**src/rtl/mmio_uart_tx_if.sv**
```systemverilog
// Data-memory port shared by mmio_uart_tx and bram_sdp.
//   write_enable / write_mask / addr_write / data_in : store side (one cycle per store)
//   read_enable / addr_read                          : load side (one cycle per load)
//   data_out                                         : registered load data, one-cycle latency
// master drives the requests; slave (the responder) drives data_out.
interface mmio_uart_tx_if;
    logic        write_enable;
    logic        read_enable;
    logic [3:0]  write_mask;
    logic [31:0] addr_write;
    logic [31:0] addr_read;
    logic [31:0] data_in;
    logic [31:0] data_out;

    modport master (
        output write_enable, read_enable, write_mask, addr_write, addr_read, data_in,
        input  data_out
    );

    modport slave (
        input  write_enable, read_enable, write_mask, addr_write, addr_read, data_in,
        output data_out
    );
endinterface

```
**src/rtl/mmio_uart_tx.sv**
```systemverilog
// Memory-mapped 8N1 UART transmitter on the data-memory port.
// Stores to TXDATA push bytes into a TX FIFO; a serializer shifts them out LSB first.
// Loads of STATUS return {count[7:4], overflow[3], empty[2], full[1], busy[0]}.
//   clock : system clock, rising edge
//   reset : synchronous, active-high
//   bus   : store/load port (slave side), registered data_out
//   tx    : serial line, idle high
// Register window (16 bytes at BASE_ADDR): +0 TXDATA (W), +4 STATUS (R, bit3 W1C), +8/+C zero.
module mmio_uart_tx #(
    parameter logic [31:0] BASE_ADDR    = 32'h0000_4000,
    parameter int unsigned CLKS_PER_BIT = 868,
    parameter int unsigned FIFO_DEPTH   = 8
) (
    input  logic          clock,
    input  logic          reset,
    mmio_uart_tx_if.slave bus,
    output logic          tx
);
    localparam int unsigned PtrW  = $clog2(FIFO_DEPTH);
    localparam int unsigned CntW  = PtrW + 1;
    localparam int unsigned BaudW = $clog2(CLKS_PER_BIT);
    localparam logic [BaudW-1:0] BaudLast = BaudW'(CLKS_PER_BIT - 1);
    localparam logic [CntW-1:0]  CntFull  = CntW'(FIFO_DEPTH);

    typedef enum logic [1:0] {StIdle, StStart, StData, StStop} state_e;

    // Bus decode
    logic       w_wr_hit;
    logic       w_rd_hit;
    logic [1:0] w_wr_off;
    logic [1:0] w_rd_off;
    logic       w_push_req;
    logic       w_push;
    logic       w_ovf_clr;

    assign w_wr_hit   = bus.write_enable && (bus.addr_write[31:4] == BASE_ADDR[31:4]);
    assign w_rd_hit   = bus.read_enable && (bus.addr_read[31:4] == BASE_ADDR[31:4]);
    assign w_wr_off   = bus.addr_write[3:2];
    assign w_rd_off   = bus.addr_read[3:2];
    assign w_push_req = w_wr_hit && (w_wr_off == 2'd0) && bus.write_mask[0];
    assign w_ovf_clr  = w_wr_hit && (w_wr_off == 2'd1) && bus.write_mask[0] && bus.data_in[3];

    // Only the low byte lane and word offset matter to this block
    logic w_unused;
    assign w_unused = ^{bus.write_mask[3:1], bus.data_in[31:8], bus.addr_write[1:0],
                        bus.addr_read[1:0]};

    // FIFO
    logic [7:0]      r_fifo [FIFO_DEPTH];
    logic [PtrW-1:0] r_wr_ptr;
    logic [PtrW-1:0] r_rd_ptr;
    logic [CntW-1:0] r_count;
    logic            r_overflow;
    logic            w_full;
    logic            w_empty;
    logic            w_pop;

    assign w_full  = (r_count == CntFull);
    assign w_empty = (r_count == '0);
    // A pop on the same edge frees a slot, so a push into a full FIFO still lands
    assign w_push  = w_push_req && (!w_full || w_pop);

    always_ff @(posedge clock) begin
        if (reset) begin
            r_wr_ptr   <= '0;
            r_rd_ptr   <= '0;
            r_count    <= '0;
            r_overflow <= 1'b0;
        end else begin
            if (w_push) begin
                r_wr_ptr <= r_wr_ptr + PtrW'(1);
            end
            if (w_pop) begin
                r_rd_ptr <= r_rd_ptr + PtrW'(1);
            end
            if (w_push && !w_pop) begin
                r_count <= r_count + CntW'(1);
            end else if (w_pop && !w_push) begin
                r_count <= r_count - CntW'(1);
            end
            if (w_push_req && !w_push) begin
                r_overflow <= 1'b1;
            end else if (w_ovf_clr) begin
                r_overflow <= 1'b0;
            end
        end
    end

    // Storage needs no reset: pointers define what is valid
    always_ff @(posedge clock) begin
        if (w_push) begin
            r_fifo[r_wr_ptr] <= bus.data_in[7:0];
        end
    end

    // Serializer
    state_e           r_state;
    state_e           w_state_next;
    logic [BaudW-1:0] r_baud;
    logic [BaudW-1:0] w_baud_next;
    logic [2:0]       r_bit_idx;
    logic [2:0]       w_bit_idx_next;
    logic [7:0]       r_shift;
    logic [7:0]       w_shift_next;
    logic             r_tx;
    logic             w_tx_next;
    logic             w_baud_done;

    assign w_baud_done = (r_baud == BaudLast);

    always_comb begin
        w_state_next   = r_state;
        w_baud_next    = r_baud;
        w_bit_idx_next = r_bit_idx;
        w_shift_next   = r_shift;
        w_tx_next      = r_tx;
        w_pop          = 1'b0;
        case (r_state)
            StIdle: begin
                w_tx_next = 1'b1;
                if (!w_empty) begin
                    w_pop        = 1'b1;
                    w_shift_next = r_fifo[r_rd_ptr];
                    w_baud_next  = '0;
                    w_tx_next    = 1'b0;
                    w_state_next = StStart;
                end
            end
            StStart: begin
                if (w_baud_done) begin
                    w_baud_next    = '0;
                    w_bit_idx_next = 3'd0;
                    w_tx_next      = r_shift[0];
                    w_state_next   = StData;
                end else begin
                    w_baud_next = r_baud + BaudW'(1);
                end
            end
            StData: begin
                if (w_baud_done) begin
                    w_baud_next = '0;
                    if (r_bit_idx == 3'd7) begin
                        w_tx_next    = 1'b1;
                        w_state_next = StStop;
                    end else begin
                        // Next bit is shift[1] before the shift takes effect
                        w_shift_next   = {1'b0, r_shift[7:1]};
                        w_tx_next      = r_shift[1];
                        w_bit_idx_next = r_bit_idx + 3'd1;
                    end
                end else begin
                    w_baud_next = r_baud + BaudW'(1);
                end
            end
            StStop: begin
                if (w_baud_done) begin
                    w_baud_next  = '0;
                    w_tx_next    = 1'b1;
                    w_state_next = StIdle;
                end else begin
                    w_baud_next = r_baud + BaudW'(1);
                end
            end
            default: begin
                w_tx_next    = 1'b1;
                w_state_next = StIdle;
            end
        endcase
    end

    always_ff @(posedge clock) begin
        if (reset) begin
            r_state   <= StIdle;
            r_baud    <= '0;
            r_bit_idx <= 3'd0;
            r_shift   <= 8'd0;
            r_tx      <= 1'b1;
        end else begin
            r_state   <= w_state_next;
            r_baud    <= w_baud_next;
            r_bit_idx <= w_bit_idx_next;
            r_shift   <= w_shift_next;
            r_tx      <= w_tx_next;
        end
    end

    assign tx = r_tx;

    // Status and registered load data
    logic [3:0]  w_count_disp;
    logic [31:0] w_status;
    logic [31:0] r_data_out;

    assign w_count_disp = (32'(r_count) > 32'd15) ? 4'hF : 4'(r_count);
    assign w_status     = {24'd0, w_count_disp, r_overflow, w_empty, w_full,
                           (r_state != StIdle)};

    always_ff @(posedge clock) begin
        if (reset) begin
            r_data_out <= '0;
        end else if (w_rd_hit) begin
            r_data_out <= (w_rd_off == 2'd1) ? w_status : 32'd0;
        end
    end

    assign bus.data_out = r_data_out;
endmodule

```
**src/flat_wrapper.sv**
```systemverilog
// flat-port wrapper written by rule: the top's interface ports become plain ports
module mmio_uart_tx_flat 
#(
    parameter logic [31:0] BASE_ADDR    = 32'h0000_4000,
    parameter int unsigned CLKS_PER_BIT = 868,
    parameter int unsigned FIFO_DEPTH   = 8
)
  (clock, reset, tx, bus_write_enable, bus_read_enable, bus_write_mask, bus_addr_write, bus_addr_read, bus_data_in, bus_data_out);
  mmio_uart_tx_if bus_i ();
  input  logic clock;
  input  logic reset;
  output logic tx;
  input wire logic [$bits(bus_i.write_enable)-1:0] bus_write_enable;
  input wire logic [$bits(bus_i.read_enable)-1:0] bus_read_enable;
  input wire logic [$bits(bus_i.write_mask)-1:0] bus_write_mask;
  input wire logic [$bits(bus_i.addr_write)-1:0] bus_addr_write;
  input wire logic [$bits(bus_i.addr_read)-1:0] bus_addr_read;
  input wire logic [$bits(bus_i.data_in)-1:0] bus_data_in;
  output wire logic [$bits(bus_i.data_out)-1:0] bus_data_out;
  assign bus_i.write_enable = bus_write_enable;
  assign bus_i.read_enable = bus_read_enable;
  assign bus_i.write_mask = bus_write_mask;
  assign bus_i.addr_write = bus_addr_write;
  assign bus_i.addr_read = bus_addr_read;
  assign bus_i.data_in = bus_data_in;
  assign bus_data_out = bus_i.data_out;
  mmio_uart_tx #(.BASE_ADDR(BASE_ADDR), .CLKS_PER_BIT(CLKS_PER_BIT), .FIFO_DEPTH(FIFO_DEPTH)) u_core (.clock(clock), .reset(reset), .bus(bus_i), .tx(tx));
endmodule
```
**config.mk**
```make
export PLATFORM = sky130hd
export DESIGN_NAME = mmio_uart_tx_flat
export DESIGN_NICKNAME = d
export VERILOG_FILES = /design/src/rtl/mmio_uart_tx_if.sv /design/src/rtl/mmio_uart_tx.sv /design/src/flat_wrapper.sv
export SDC_FILE = /design/constraint.sdc
export NUM_CORES = 1
export LEC_CHECK = 0
export BUFFER_PORTS_ARGS = -buffer_cell sky130_fd_sc_hd__buf_2
export CORE_MARGIN = 4
export CORE_UTILIZATION = 40
export CTS_BUF_LIST = sky130_fd_sc_hd__clkbuf_16
export DETAILED_ROUTE_END_ITERATION = 8
export HOLD_SLACK_MARGIN = 0.12
export PLACE_DENSITY = 0.71
export SYNTH_ARGS = -nofsm -noshare
export SYNTH_HDL_FRONTEND = slang
export SYNTH_SLANG_ARGS = --single-unit
```
**constraint.sdc**
```tcl
create_clock -name clock -period 6 [get_ports clock]
set_clock_uncertainty 0.2 [all_clocks]
set_input_delay 0.3 -clock clock [delete_from_list [all_inputs] [get_ports clock]]
set_output_delay 0.3 -clock clock [all_outputs]
set_load 0.01 [all_outputs]
```
# Word level (Yosys, flattened, before mapping)
# Memory sizes are Yosys's and may differ from the RTL's. A register that Yosys moved wholly into a read port is not among the register bits.
# Cells that the tools add are included.
totals:
  reg_bits: 67
  mem_bits_rw: 64
  inputBits: 104
  mem_count: 1
mem_list:
  columns: ["memory", "words", "width", "read_ports", "rd_clocked_by_memory_dff", "write_ports", "line_no", "text"]
  rows:
  - ["u_core.r_fifo", 8, 8, 1, 1, 1, "mmio_uart_tx.sv:49", "logic [7:0] r_fifo [FIFO_DEPTH];"]
op_classes:
  n_addsub: 6
  eq_ne: 16
  n_mux: 34
  reduce_logical: 28
ops:
  columns: ["cell", "n"]
  rows:
  - ["equality test 28 x 11 -> 1 bit, second input constant", 2]
  - ["2-to-1 mux 8 bit", 4]
  - ["2-to-1 mux 10 bit", 2]
  - ["case mux 10 bit (2 select lines)", 1]
  - ["case mux 8 bit (2 select lines)", 1]
  - ["2-to-1 mux 3 bit", 5]
  - ["logical AND 1 bit", 11]
  - ["2-to-1 mux 1 bit", 11]
  - ["adder 10 x 1 -> 10 bit, second input constant", 1]
  - ["equality test 10 bit, second input constant", 1]
  - ["2-to-1 mux 2 bit", 5]
  - ["nonzero test 2 bit", 5]
  - ["adder 3 x 1 -> 3 bit, second input constant", 3]
  - ["2-to-1 mux 4 bit", 2]
  - ["inequality test 2 x 1 -> 1 bit, second input constant", 4]
  - ["case mux 2 bit (4 select lines)", 1]
  - ["AND reduction 4 bit", 2]
  - ["equality test 2 x 1 -> 1 bit, second input constant", 3]
  - ["case mux 3 bit (2 select lines)", 1]
  - ["AND reduction 5 bit", 1]
  - ["adder 4 x 1 -> 4 bit, second input constant", 1]
  - ["equality test 2 bit, second input constant", 2]
  - ["equality test 4 bit, second input constant", 1]
  - ["zero test 2 bit", 2]
  - ["9 further kinds", 12]

# Depth between registers and ports, before layout
depth:
  word_depth: 9
  ltp_mapped: 12

# Least setup slack after synthesis
# OpenSTA, ideal clock, no wires.
synth_timing:
  path_type: "reg-to-reg"
  start: "reg u_core.r_state[1]"
  end: "reg u_core.r_count[3]"
  setup_ns: 0.121
  t_arrival_ns: 2.708
  t_required_ns: 5.679
  path_slack_ns: 2.971
  stages_incl_launch_ff: 13
  n_path_buf: 1
  synth_period_minus_slack_ns: 3.029
  cell_sequence: "dfxtp_1 inv_1 ha_1 and3b_1 nor4_1 buf_2 ha_1 inv_1 ha_1 a21o_1 a21oi_1 mux2i_1 mux2_2"
synth_between:
  elab_chain_len: 7
  elab_cells_between_ends: 10
  cone_classes: "2 x mux; 8 x reduce/logical"
synth_rtl:
  columns: ["item", "line_no", "text"]
  rows:
  - ["start, declared", "mmio_uart_tx.sv:97", "state_e r_state;"]
  - ["start signal, assigned", "mmio_uart_tx.sv:173", "r_state <= StIdle;"]
  - ["start signal, assigned", "mmio_uart_tx.sv:179", "r_state <= w_state_next;"]
  - ["zero test 2 bit *", "mmio_uart_tx.sv:118", "case (r_state)"]
  - ["2-to-1 mux 1 bit *", "mmio_uart_tx.sv:118", null]
  - ["logical OR 1 bit *", "mmio_uart_tx.sv:61", "assign w_push = w_push_req && (!w_full || w_pop);"]
  - ["logical AND 1 bit *", "mmio_uart_tx.sv:61", null]
  - ["via u_core.w_push", "mmio_uart_tx.sv:33", "logic w_push;"]
  - ["zero test 1 bit", "mmio_uart_tx.sv:78", "end else if (w_pop && !w_push) begin"]
  - ["logical AND 1 bit", "mmio_uart_tx.sv:78", null]
  - ["nonzero test 2 bit (no source line)", null, null]
  - ["end signal, assigned", "mmio_uart_tx.sv:77", "r_count <= r_count + CntW'(1);"]
  - ["end signal, assigned", "mmio_uart_tx.sv:79", "r_count <= r_count - CntW'(1);"]
  - ["end, declared", "mmio_uart_tx.sv:52", "logic [CntW-1:0] r_count;"]
# Mark *: on every way through the listed nets, which the timed path passes. The rest lies on a longest branch.
# A chain may end at the register's enable or synchronous reset.

# Worst setup path after layout
layout_timing:
  start: "reg u_core.r_count[0]"
  end: "reg u_core.r_count[3]"
layout_between:
  elab_chain_len: 8
  elab_cells_between_ends: 16
  cone_classes: "2 x add/sub; 1 x eq/ne; 4 x mux; 9 x reduce/logical"
layout_rtl:
  columns: ["item", "line_no", "text"]
  rows:
  - ["zero test 4 bit", "mmio_uart_tx.sv:59", "assign w_empty = (r_count == '0);"]
  - ["2-to-1 mux 1 bit", "mmio_uart_tx.sv:121", "if (!w_empty) begin"]
  - ["2-to-1 mux 1 bit", "mmio_uart_tx.sv:118", null]
  - ["logical OR 1 bit", "mmio_uart_tx.sv:61", null]
  - ["logical AND 1 bit", "mmio_uart_tx.sv:61", null]
  - ["zero test 1 bit", "mmio_uart_tx.sv:78", null]
  - ["logical AND 1 bit", "mmio_uart_tx.sv:78", null]
  - ["nonzero test 2 bit (no source line)", null, null]
# Parallel ways exist; a longest one is shown, timed or not. The select of a mux whose other input is x is not followed.

==> impl_metrics.tcl <==
set metrics [dict create \
    worstSetupPathType "register to register" \
    worstPathRequired_ns 6.05 \
    status "finished, final reports clean" \
    worstMarginPinSlew_ns 1.04 \
    grt_max_degree 40 \
    num_rows 41 \
    synth_edf_count 64 \
    crit_chain "nor3_1 > and3b_1 > nor4_1 > buf_4 > ha_1 > inv_1 > ha_1 > a21o_1 > a21oi_1 > mux2i_1 > mux2_2" \
    drt-initial-drc-count 194 \
    grtUsageTotal_pct 14.6 \
    endpoint_kind "register" \
    tns_ns 0 \
    start_util_pct 40.8 \
    placement.io_buffers 81 \
    vias 3540 \
    gp_congestion 0.793 \
    clk_latency_ns 0.35 \
    rsz0062_at_grt "false" \
    path_clk_slew_ns 0.07 \
    first_global_vias 3419 \
    fill_cells 1142 \
    postSynthCellCount 413 \
    ys_seq_area_share_pct 55.5 \
    cp_common_cell "ha_1" \
    ys.flop_type "edfxtp_1" \
    firstDrtPassIters 4 \
    die_h_um 121 \
    wire_per_inst_um 15.6 \
    min_path_type "primary input to register" \
    power_density_nw_per_um2 354 \
    peakVddDrop_uv 233 \
    cpLargestDelayFamily "simple AND/OR/NAND/NOR gates" \
    dpl.hpwl_mm 7.30 \
    core_area_um2 12600 \
    fp.dieW_um 121 \
    die_area_um2 14700 \
    max_freq_mhz 316 \
    antenna_found_initial 0 \
    clockBufferDepth 2 \
    clock_sinks 110 \
    io_pins 137 \
    syn_area_per_cell_um2 12.4 \
    antenna_cells 0 \
    area_delta_synth_final_pct 15.9 \
    cts_root_buf "clkbuf_16" \
    fin_nets 610 \
    netlist_area_um2 5120 \
    cp_slowest_cell "dfxtp_1" \
    gr-total-overflow 0 \
    multi_input_area_um2 2030 \
    via_per_inst 5.28 \
    relSlewSlack_pct 30.6 \
    finalNonFillerCells 670 \
    hold_viol 0 \
    critPathMaxFanout 11 \
    htree_levels 3 \
    cp_num_buf_inv 2 \
    grt_pass1_wl_mm 16.8 \
    drt-total-wl_mm 10.4 \
    startpoint_type "register" \
    setup_viol 0 \
    ant_nets 0 \
    leakage_nw 2.21 \
    cts_buffers 9 \
    layout_min_cycle_time_ns 3.16 \
    timing.final.crit_share_pct 52.7 \
    drv_slew 0 \
    drt_drc_violations_left 0 \
    critPathArrivalTime_ns 3.21 \
    cap_violations 0 \
    max_stage_delay_ns 0.51 \
    dp_cells 645 \
    synthArstFlopShare_pct 0 \
    drive_gt1_share_pct 25.5 \
    seqCellArea_um2 2840 \
    tritoncts "built" \
    synth.distinct_cells 59 \
    ys_ff_latch 110 \
    yosysWarnings 0 \
]
==> cell type report <==
cell class | instances | area share [%]
Clock buffer | 9 | 3.79
Multi-Input combinational cell | 266 | 34.2
Timing Repair Buffer | 92 | 8.59
Inverter | 14 | 0.885
Sequential cell | 110 | 47.9
Tap cell | 172 | 3.62
Clock inverter | 7 | 1.01
==> cells in the final DEF (no fill, tap or decap), drive strengths merged, types with 10 or more instances in the layout <==
master  instances
a21oi          26
conb           24
nand2          10
nor4           13
a22o           11
buf            83
nand4          14
o21ai          13
dfxtp          46
mux4           16
inv            19
nor2           23
edfxtp         64
ha             12
==> worst reg2reg max path: stages, from the launching register on <==
cell     delay [ns]
dfxtp_1        0.51
nor3_1         0.13
and3b_1        0.22
nor4_1         0.27
buf_4          0.21
ha_1           0.19
inv_1          0.10
ha_1           0.29
a21o_1         0.18
a21oi_1        0.19
mux2i_1        0.21
mux2_2         0.34
==> report_power, final <==
group	switching (W)	total, W	internal [W]
clock	0.000278	0.000568	0.000290
sequential	0.0000898	0.000948	0.000858
combinational	0.000314	0.000589	0.000275
total	0.000682	0.00210	0.00142
==> timing repair <==
| item | CTS | global route |
|---|---|---|
| hold buffers | 9 | 0 |
| hold endpoints to repair | 65 | 0 |
| gates resized for setup | 0 | 0 |
| buffers inserted | 0 | 0 |
==> stage by stage <==
step	instance area (um2)	worst slack [ns]	hold slack (ns)	power, W	util, %
5_1_grt	5940	2.74	0.159	0.00225	47.3
6_report	5940	2.84	0.143	0.00210	47.3
4_1_cts	5940	2.86	0.124	0.00212	47.3
3_3_place_gp	5560	2.88	0.261	0.00152	44.3
3_5_place_dp	5560	2.80	0.263	0.00155	44.3
2_1_floorplan	5210	2.97	0.199	0.00141	-
==> flip-flops by register name, indices dropped and copies added (netlist names), 3 cells and up, named ones only <==
register,flops
u_core.r_wr_ptr,3
u_core.r_shift,8
u_core.r_baud,10
u_core.r_fifo,64
u_core.bus.data_out,8
u_core.r_rd_ptr,3
u_core.r_bit_idx,3
u_core.r_count,4
==> worst paths after layout <==
kind                                               end                    from  cells past startpoint  slack (ns)
worst max-delay path                 u_core.r_count[3]       u_core.r_count[0]                     11        2.84
worst min-delay path            u_core.bus.data_out[7]        bus_addr_read[3]                      4        0.14
worst max register to register       u_core.r_count[3]       u_core.r_count[0]                     11        2.84
worst min register to register  u_core.bus.data_out[1]  u_core.bus.data_out[1]                      2        0.27
==> per-layer routing <==
layer / vias up / wire, um / track usage (%)
met4: 0 / 165 / 5.18
met5: - / 0 / 0
met2: 84 / 5390 / 25.1
met3: 13 / 497 / 3.45
li1: 1700 / - / -
met1: 1743 / 4380 / 18.0
==> synthesized netlist by cell type (7+ instances only) <==
cell      number  area (um2)
a22o_1        11        96.3
o22ai_1        7        43.8
dfxtp_1       46         921
nand4_1       14        87.6
nor2_1        23        86.3
buf_4         25         188
a21oi_1       26         130
mux4_2        16         360
nand3_1        7        35.0
edfxtp_1      64        1920
ha_1          12         150
nand2_1       10        37.5
inv_1         14        52.6
o21ai_0       13        65.1
clkbuf_1      11        41.3
nor4_1        13        81.3
==> cell families (layout without fill, tap and decap cells) <==
family / Yosys count / count (layout) / synth area share [%]
mux: 26 / 26 / 9.11
xor+xnor: 6 / 6 / 1.03
buf+inv: 60 / 122 / 6.54
other cells: 1 / 24 / 0.0732
compound gates: 78 / 78 / 10.0
simple gates: 119 / 119 / 14.4
flops: 110 / 110 / 55.5
fa+ha+maj: 13 / 13 / 3.32
Note: power is estimated with default switching activity, not from simulation.
